$ cat src/rtl/full_fn_csr_master.sv
// full_fn_csr_master: Avalon-MM master that runs one full_fn accelerator job.
// It writes the element count and the start bit, polls progress until it
// reaches the count (or a poll limit is hit, or the host aborts), then clears
// ctrl and reports a single done pulse.
//
// Ports:
//   clk, aclr          clock (posedge) and asynchronous active-high reset
//   start, n_elements  job request (sampled only when idle) and element count
//   abort              level request to end the running job early
//   busy               high from accepted start until done
//   done, timeout      1-cycle end-of-job pulse; timeout marks a poll-limit end
//   progress           last value read from the progress CSR
//   m_address, m_read, m_write, m_writedata, m_readdata, m_waitrequest
//                      Avalon-MM master port to the 4-word CSR block
module full_fn_csr_master #(
  parameter int unsigned READ_LATENCY  = 1,
  parameter int unsigned POLL_INTERVAL = 4,
  parameter int unsigned TIMEOUT_POLLS = 1024,
  parameter logic [31:0] CTRL_START    = 32'h4
) (
  input  logic        clk,
  input  logic        aclr,
  input  logic        start,
  input  logic [31:0] n_elements,
  input  logic        abort,
  output logic        busy,
  output logic        done,
  output logic        timeout,
  output logic [31:0] progress,
  output logic [1:0]  m_address,
  output logic        m_read,
  output logic        m_write,
  output logic [31:0] m_writedata,
  input  logic [31:0] m_readdata,
  input  logic        m_waitrequest
);

  localparam int unsigned DW      = 32;
  localparam int unsigned AW      = 2;
  localparam int unsigned PCW_MIN = 11;
  localparam int unsigned PCW_REQ = $clog2(TIMEOUT_POLLS + 1);
  localparam int unsigned PCW     = (PCW_REQ > PCW_MIN) ? PCW_REQ : PCW_MIN;
  localparam int unsigned LCW     = $clog2(READ_LATENCY + 1);
  localparam int unsigned GCW     = (POLL_INTERVAL > 1) ? $clog2(POLL_INTERVAL) : 1;

  localparam logic [AW-1:0]  A_CTRL     = AW'(0);
  localparam logic [AW-1:0]  A_COUNT    = AW'(1);
  localparam logic [AW-1:0]  A_PROG     = AW'(3);
  localparam logic [PCW-1:0] POLL_LIMIT = PCW'(TIMEOUT_POLLS);
  localparam logic [LCW-1:0] LAT_LAST   = LCW'(READ_LATENCY - 1);
  localparam logic [GCW-1:0] GAP_LAST   = GCW'(POLL_INTERVAL - 1);

  typedef enum logic [2:0] {
    IDLE,
    WR_COUNT,
    WR_START,
    POLL_RD,
    POLL_WAIT,
    POLL_GAP,
    WR_STOP,
    DONE
  } state_t;

  state_t         state;
  logic [DW-1:0]  n_q;
  logic [PCW-1:0] poll_cnt;
  logic [LCW-1:0] lat_cnt;
  logic [GCW-1:0] gap_cnt;
  logic           to_flag;
  logic           abort_q;

  logic [PCW-1:0] poll_next_c;
  logic           abort_seen_c;
  logic           rd_complete_c;

  // Poll limit ends the job before the counter can exceed TIMEOUT_POLLS.
  assign poll_next_c   = poll_cnt + PCW'(1);
  // A short abort pulse during a bus command is remembered until the command ends.
  assign abort_seen_c  = abort | abort_q;
  assign rd_complete_c = (m_readdata >= n_q);

  // Job sequencer; every output is a register updated here.
  always_ff @(posedge clk or posedge aclr) begin
    if (aclr) begin
      state       <= IDLE;
      busy        <= 1'b0;
      done        <= 1'b0;
      timeout     <= 1'b0;
      progress    <= '0;
      m_address   <= '0;
      m_read      <= 1'b0;
      m_write     <= 1'b0;
      m_writedata <= '0;
      n_q         <= '0;
      poll_cnt    <= '0;
      lat_cnt     <= '0;
      gap_cnt     <= '0;
      to_flag     <= 1'b0;
      abort_q     <= 1'b0;
    end else begin
      done    <= 1'b0;
      timeout <= 1'b0;

      case (state)
        IDLE: begin
          if (start) begin
            n_q      <= n_elements;
            busy     <= 1'b1;
            poll_cnt <= '0;
            to_flag  <= 1'b0;
            abort_q  <= 1'b0;
            state    <= (n_elements == '0) ? DONE : WR_COUNT;
          end
        end

        // Count write is launched here; later commands are launched on the
        // transition into their state so they can run back to back.
        WR_COUNT: begin
          if (abort) abort_q <= 1'b1;
          if (!m_write) begin
            m_write     <= 1'b1;
            m_address   <= A_COUNT;
            m_writedata <= n_q;
          end else if (!m_waitrequest) begin
            m_address <= A_CTRL;
            if (abort_seen_c) begin
              m_writedata <= '0;
              state       <= WR_STOP;
            end else begin
              m_writedata <= CTRL_START;
              state       <= WR_START;
            end
          end
        end

        WR_START: begin
          if (abort) abort_q <= 1'b1;
          if (!m_write) begin
            m_write     <= 1'b1;
            m_address   <= A_CTRL;
            m_writedata <= CTRL_START;
          end else if (!m_waitrequest) begin
            if (abort_seen_c) begin
              m_address   <= A_CTRL;
              m_writedata <= '0;
              state       <= WR_STOP;
            end else begin
              m_write   <= 1'b0;
              m_read    <= 1'b1;
              m_address <= A_PROG;
              state     <= POLL_RD;
            end
          end
        end

        // An abort here still lets the read data come back and be captured.
        POLL_RD: begin
          if (abort) abort_q <= 1'b1;
          if (!m_read) begin
            m_read    <= 1'b1;
            m_address <= A_PROG;
          end else if (!m_waitrequest) begin
            m_read  <= 1'b0;
            lat_cnt <= '0;
            state   <= POLL_WAIT;
          end
        end

        // Completion wins over abort and timeout; abort wins over timeout.
        POLL_WAIT: begin
          if (abort) abort_q <= 1'b1;
          if (lat_cnt == LAT_LAST) begin
            progress <= m_readdata;
            poll_cnt <= poll_next_c;
            if (rd_complete_c || abort_seen_c) begin
              m_write     <= 1'b1;
              m_address   <= A_CTRL;
              m_writedata <= '0;
              state       <= WR_STOP;
            end else if (poll_next_c == POLL_LIMIT) begin
              to_flag     <= 1'b1;
              m_write     <= 1'b1;
              m_address   <= A_CTRL;
              m_writedata <= '0;
              state       <= WR_STOP;
            end else begin
              gap_cnt <= '0;
              state   <= POLL_GAP;
            end
          end else begin
            lat_cnt <= lat_cnt + LCW'(1);
          end
        end

        POLL_GAP: begin
          if (abort_seen_c) begin
            m_write     <= 1'b1;
            m_address   <= A_CTRL;
            m_writedata <= '0;
            state       <= WR_STOP;
          end else if (gap_cnt == GAP_LAST) begin
            m_read    <= 1'b1;
            m_address <= A_PROG;
            state     <= POLL_RD;
          end else begin
            gap_cnt <= gap_cnt + GCW'(1);
          end
        end

        WR_STOP: begin
          if (!m_write) begin
            m_write     <= 1'b1;
            m_address   <= A_CTRL;
            m_writedata <= '0;
          end else if (!m_waitrequest) begin
            m_write <= 1'b0;
            state   <= DONE;
          end
        end

        DONE: begin
          done    <= 1'b1;
          timeout <= to_flag;
          busy    <= 1'b0;
          abort_q <= 1'b0;
          state   <= IDLE;
        end

        default: state <= IDLE;
      endcase
    end
  end

endmodule
$ cat config.mk
export PLATFORM = sky130hd
export DESIGN_NAME = full_fn_csr_master
export DESIGN_NICKNAME = d
export VERILOG_FILES = /design/src/rtl/full_fn_csr_master.sv
export SDC_FILE = /design/constraint.sdc
export NUM_CORES = 1
export LEC_CHECK = 0
export CORE_ASPECT_RATIO = 0.75
export CORE_UTILIZATION = 35
export CTS_CLUSTER_DIAMETER = 150
export DETAILED_ROUTE_END_ITERATION = 10
export PLACE_DENSITY_LB_ADDON = 0.25
export RECOVER_POWER = 50
export SLEW_MARGIN = 20
export SYNTH_ARGS = -nofsm -noshare
export SYNTH_HDL_FRONTEND = slang
export SYNTH_SLANG_ARGS = --single-unit
$ cat constraint.sdc
create_clock -name clk -period 5 [get_ports clk]
set_input_delay 0.5 -clock clk [delete_from_list [all_inputs] [get_ports clk]]
set_output_delay 0.5 -clock clk [all_outputs]
set_load 0.03 [all_outputs]
==> metrics.csv <==
stage,metric,value,unit
sta,fmax,324,MHz
logic_synthesis,async_reset_ff_frac,1.00,
power_and_ir_drop,finalPower,4.82,mW
grt,grt_max_degree,88,
layout,diodes,0,
clock_tree,insertion_delay,420,ps
layout,final_area,0.00801,mm2
grt,grt_pass1_wl,26.9,mm
placement,placed_area,0.00747,mm2
worst_setup_path,cp-start-kind,input pin,
floorplanning,dieArea,0.0176,mm2
clock_tree,cts_tree,built,
sta,worst_pin_slew,1880,ps
route,avgRoutedWirePerCell,16.9,um
sta,whs,467,ps
clock_tree,clkSlewWorstSetupHoldPaths,60,ps
clock_tree,post_cts_resized,0,
sta,min_period,3080,ps
power_and_ir_drop,p_leak,3.68,nW
layout,syn2layout_area_growth,33.9,%
min_path,worstHoldStart,progress[2],
layout,fin_nets,857,
clock_tree,htree_levels,4,
logic_synthesis,syn_nets,731,
run,drv_cap,1,
route,wl,16.6,mm
sta,slew_headroom,-0.255,
logic_synthesis,yosysTopAreaCell,dfrtp_1,
logic_synthesis,ys.flop_type,dfrtp_1,
sta,rsz0062_at_grt,false,
grt,grt_usage,0.199,
clock_tree,postCtsSetupRepairBufs,0,
clock_tree,cts_hold_buf,0,
floorplanning,ios,140,
logic_synthesis,ys_seq_elements,121,
placement,io_buffers,139,
worst_setup_path,r2r_end,m_writedata[28],
logic_synthesis,synth.cell_area,0.00599,mm2
grt,grt-ovfl-total,0,
logic_synthesis,ys_seq_area_frac,0.506,
route,vias,5058,
layout,multi_input_area,0.00260,mm2
placement,hpwlAfterDp,11.6,mm
worst_setup_path,cp.required,5360,ps
worst_setup_path,worstSetupPathType,input pin to register,
worst_setup_path,cp.arrival,3450,ps
placement,gp_congestion,0.817,
clock_tree,cts_buffer_depth,2,
worst_setup_path,crit_fanout,33,
power_and_ir_drop,power_density,602,mW/mm2
logic_synthesis,synth_edf_count,0,
floorplanning,start_util,0.357,
sta,drv_slew,36,
layout,drive_above_1_share,0.0679,
clock_tree,cts_buffers,17,
power_and_ir_drop,ir_drop,0.315,mV
logic_synthesis,synthCells,628,
clock_tree,cts_root_buf,clkbuf_16,
sta,setup_tns,0,ps
route,initialDrtViolationCount,375,
min_path,hold_path_class,register to register,
floorplanning,die_y,115,um
floorplanning,design.core.area,0.0168,mm2
sta,setup_viol,0,
logic_synthesis,ys_warn_count,0,
sta,clock-skew-final,8.05,ps
route,drcViolationCount,0,
grt,grt_antenna_before_repair,1,
worst_setup_path,critPathCaptureType,register,
grt,grt_pass1_vias,5186,
logic_synthesis,synth_cell_type_count,57,
clock_tree,cts.sinks,121,
status,violations,"capacitance limit, slew limit",
status,run_status,finished with violations,
min_path,hold_depth,2,
min_path,whs_endpoint,progress[2],
sta,finalCritPeriodShare,0.617,
layout,seq_area,0.00303,mm2
route,vias_per_cell,5.16,
layout,fill_cells,1563,
worst_setup_path,ff2ff_setup_slack,2020,ps
floorplanning,die_w,153,um
logic_synthesis,synth_area_leaders,"dfrtp_1 51%, nand2_1 9.8%, ha_1 7.1%",
route,drtAntennaViolNets,0,
logic_synthesis,synth.avg_cell_area,9.53,um2
route,dr.pass1.iters,5,
sta,hold_violations,0,
worst_setup_path,r2r_cells,9,
floorplanning,rows,41,
worst_setup_path,crit-reg2reg-launch,n_q[2],
logic_synthesis,synth_top_area_share,0.506,
[sequential cells by signal, summed over array words and instances, names as in the netlist, 2 cells and up]
name	count
gap_cnt	2
m_address	2
m_writedata	32
n_q	32
poll_cnt	11
progress	32
state	3
[cells by family after synthesis]
kind of cell,share of synthesized area
compound gates,0.173
xor+xnor,0.0102
fa+ha+maj,0.0727
buf+inv,0.0617
flops,0.506
mux,0.00376
simple gates,0.172
[layout by cell type, fill, tap and decap left out, types with 3 or more instances in the layout]
master	n
inv_1	39
a22o_2	3
clkdlybuf4s50_1	107
ha_1	34
nor4_1	10
a21o_1	4
xor2_1	5
clkinv_2	5
clkinv_4	3
nand3_1	7
clkbuf_16	17
or2_2	3
nor2_1	12
o22ai_1	7
nand2_1	155
nor3_1	5
a22o_1	28
nor2b_1	3
a21oi_1	27
nand2b_1	3
clkinvlp_4	3
dfrtp_1	121
and4_1	3
o21ai_0	59
o31ai_1	5
nand4_1	10
buf_4	3
o21a_1	3
and2_1	4
dlygate4sd3_1	32
[worst max-delay path, stage by stage]
cell	delay, ps
clkdlybuf4s50_1	460
ha_1	330
a211o_1	300
a31oi_1	130
o221ai_1	140
a21oi_1	350
o211ai_4	190
o21bai_4	770
a22o_2	270
[final cells by class]
cell class,instances,area share
multi-input combinational,431,0.324
timing repair buffer,143,0.177
clock buffer,19,0.0553
tap,215,0.0336
inverter,40,0.0194
sequential,121,0.378
clock inverter,12,0.0130
[metrics by stage]
| stage | instances | utilization | worst slack [ps] |
|---|---|---|---|
| after global routing | 981 | 0.478 | 1480 |
| after global placement | 950 | 0.445 | 1560 |
| final | 981 | 0.478 | 1920 |
| after CTS | 981 | 0.478 | 1900 |
| after detailed placement | 950 | 0.445 | 1480 |
| after floorplan | 628 | - | 1290 |
[metal layers]
layer	GRT usage	vias to the layer above	share of wire	routed length, um
li1	-	2428	-	-
met1	0.267	2443	0.48	7960
met4	0.0761	0	0.016	273
met5	0	-	0	0
met2	0.306	168	0.44	7230
met3	0.0588	19	0.066	1090
[synth_stat cells, types with 4 or more instances]
cell type and number:
o21ai_0 59, o22ai_1 7, nor3_1 5, o31ai_1 5, dfrtp_1 121, nand2_1 156, nand4_1 10, a21oi_1 27
and2_1 6, nand3_1 7, ha_1 34, a21o_1 4, inv_1 40, xor2_1 5, a22o_1 28, nor4_1 10
clkbuf_1 21, buf_6 5, nor2_1 12
[worst max-delay path by stage]
stage	slack [ps]	endpoint	cells past startpoint	from
after floorplan	1290	abort_q	1	aclr
after global placement	1560	m_writedata[28]	9	m_readdata[2]
after detailed placement	1480	m_writedata[28]	9	m_readdata[2]
after CTS	1900	m_writedata[28]	9	m_readdata[2]
after global routing	1480	progress[1]	3	aclr
final	1920	m_writedata[28]	9	m_readdata[2]
[power breakdown]
| group | total, mW | internal, mW | switching [mW] | leakage, nW |
|---|---|---|---|---|
| logic | 2.06 | 0.804 | 1.25 | 1.87 |
| clock network | 1.14 | 0.689 | 0.454 | 0.264 |
| registers | 1.62 | 1.34 | 0.286 | 1.55 |
| total | 4.82 | 2.83 | 1.99 | 3.68 |
(Power assumes the default switching activity.)
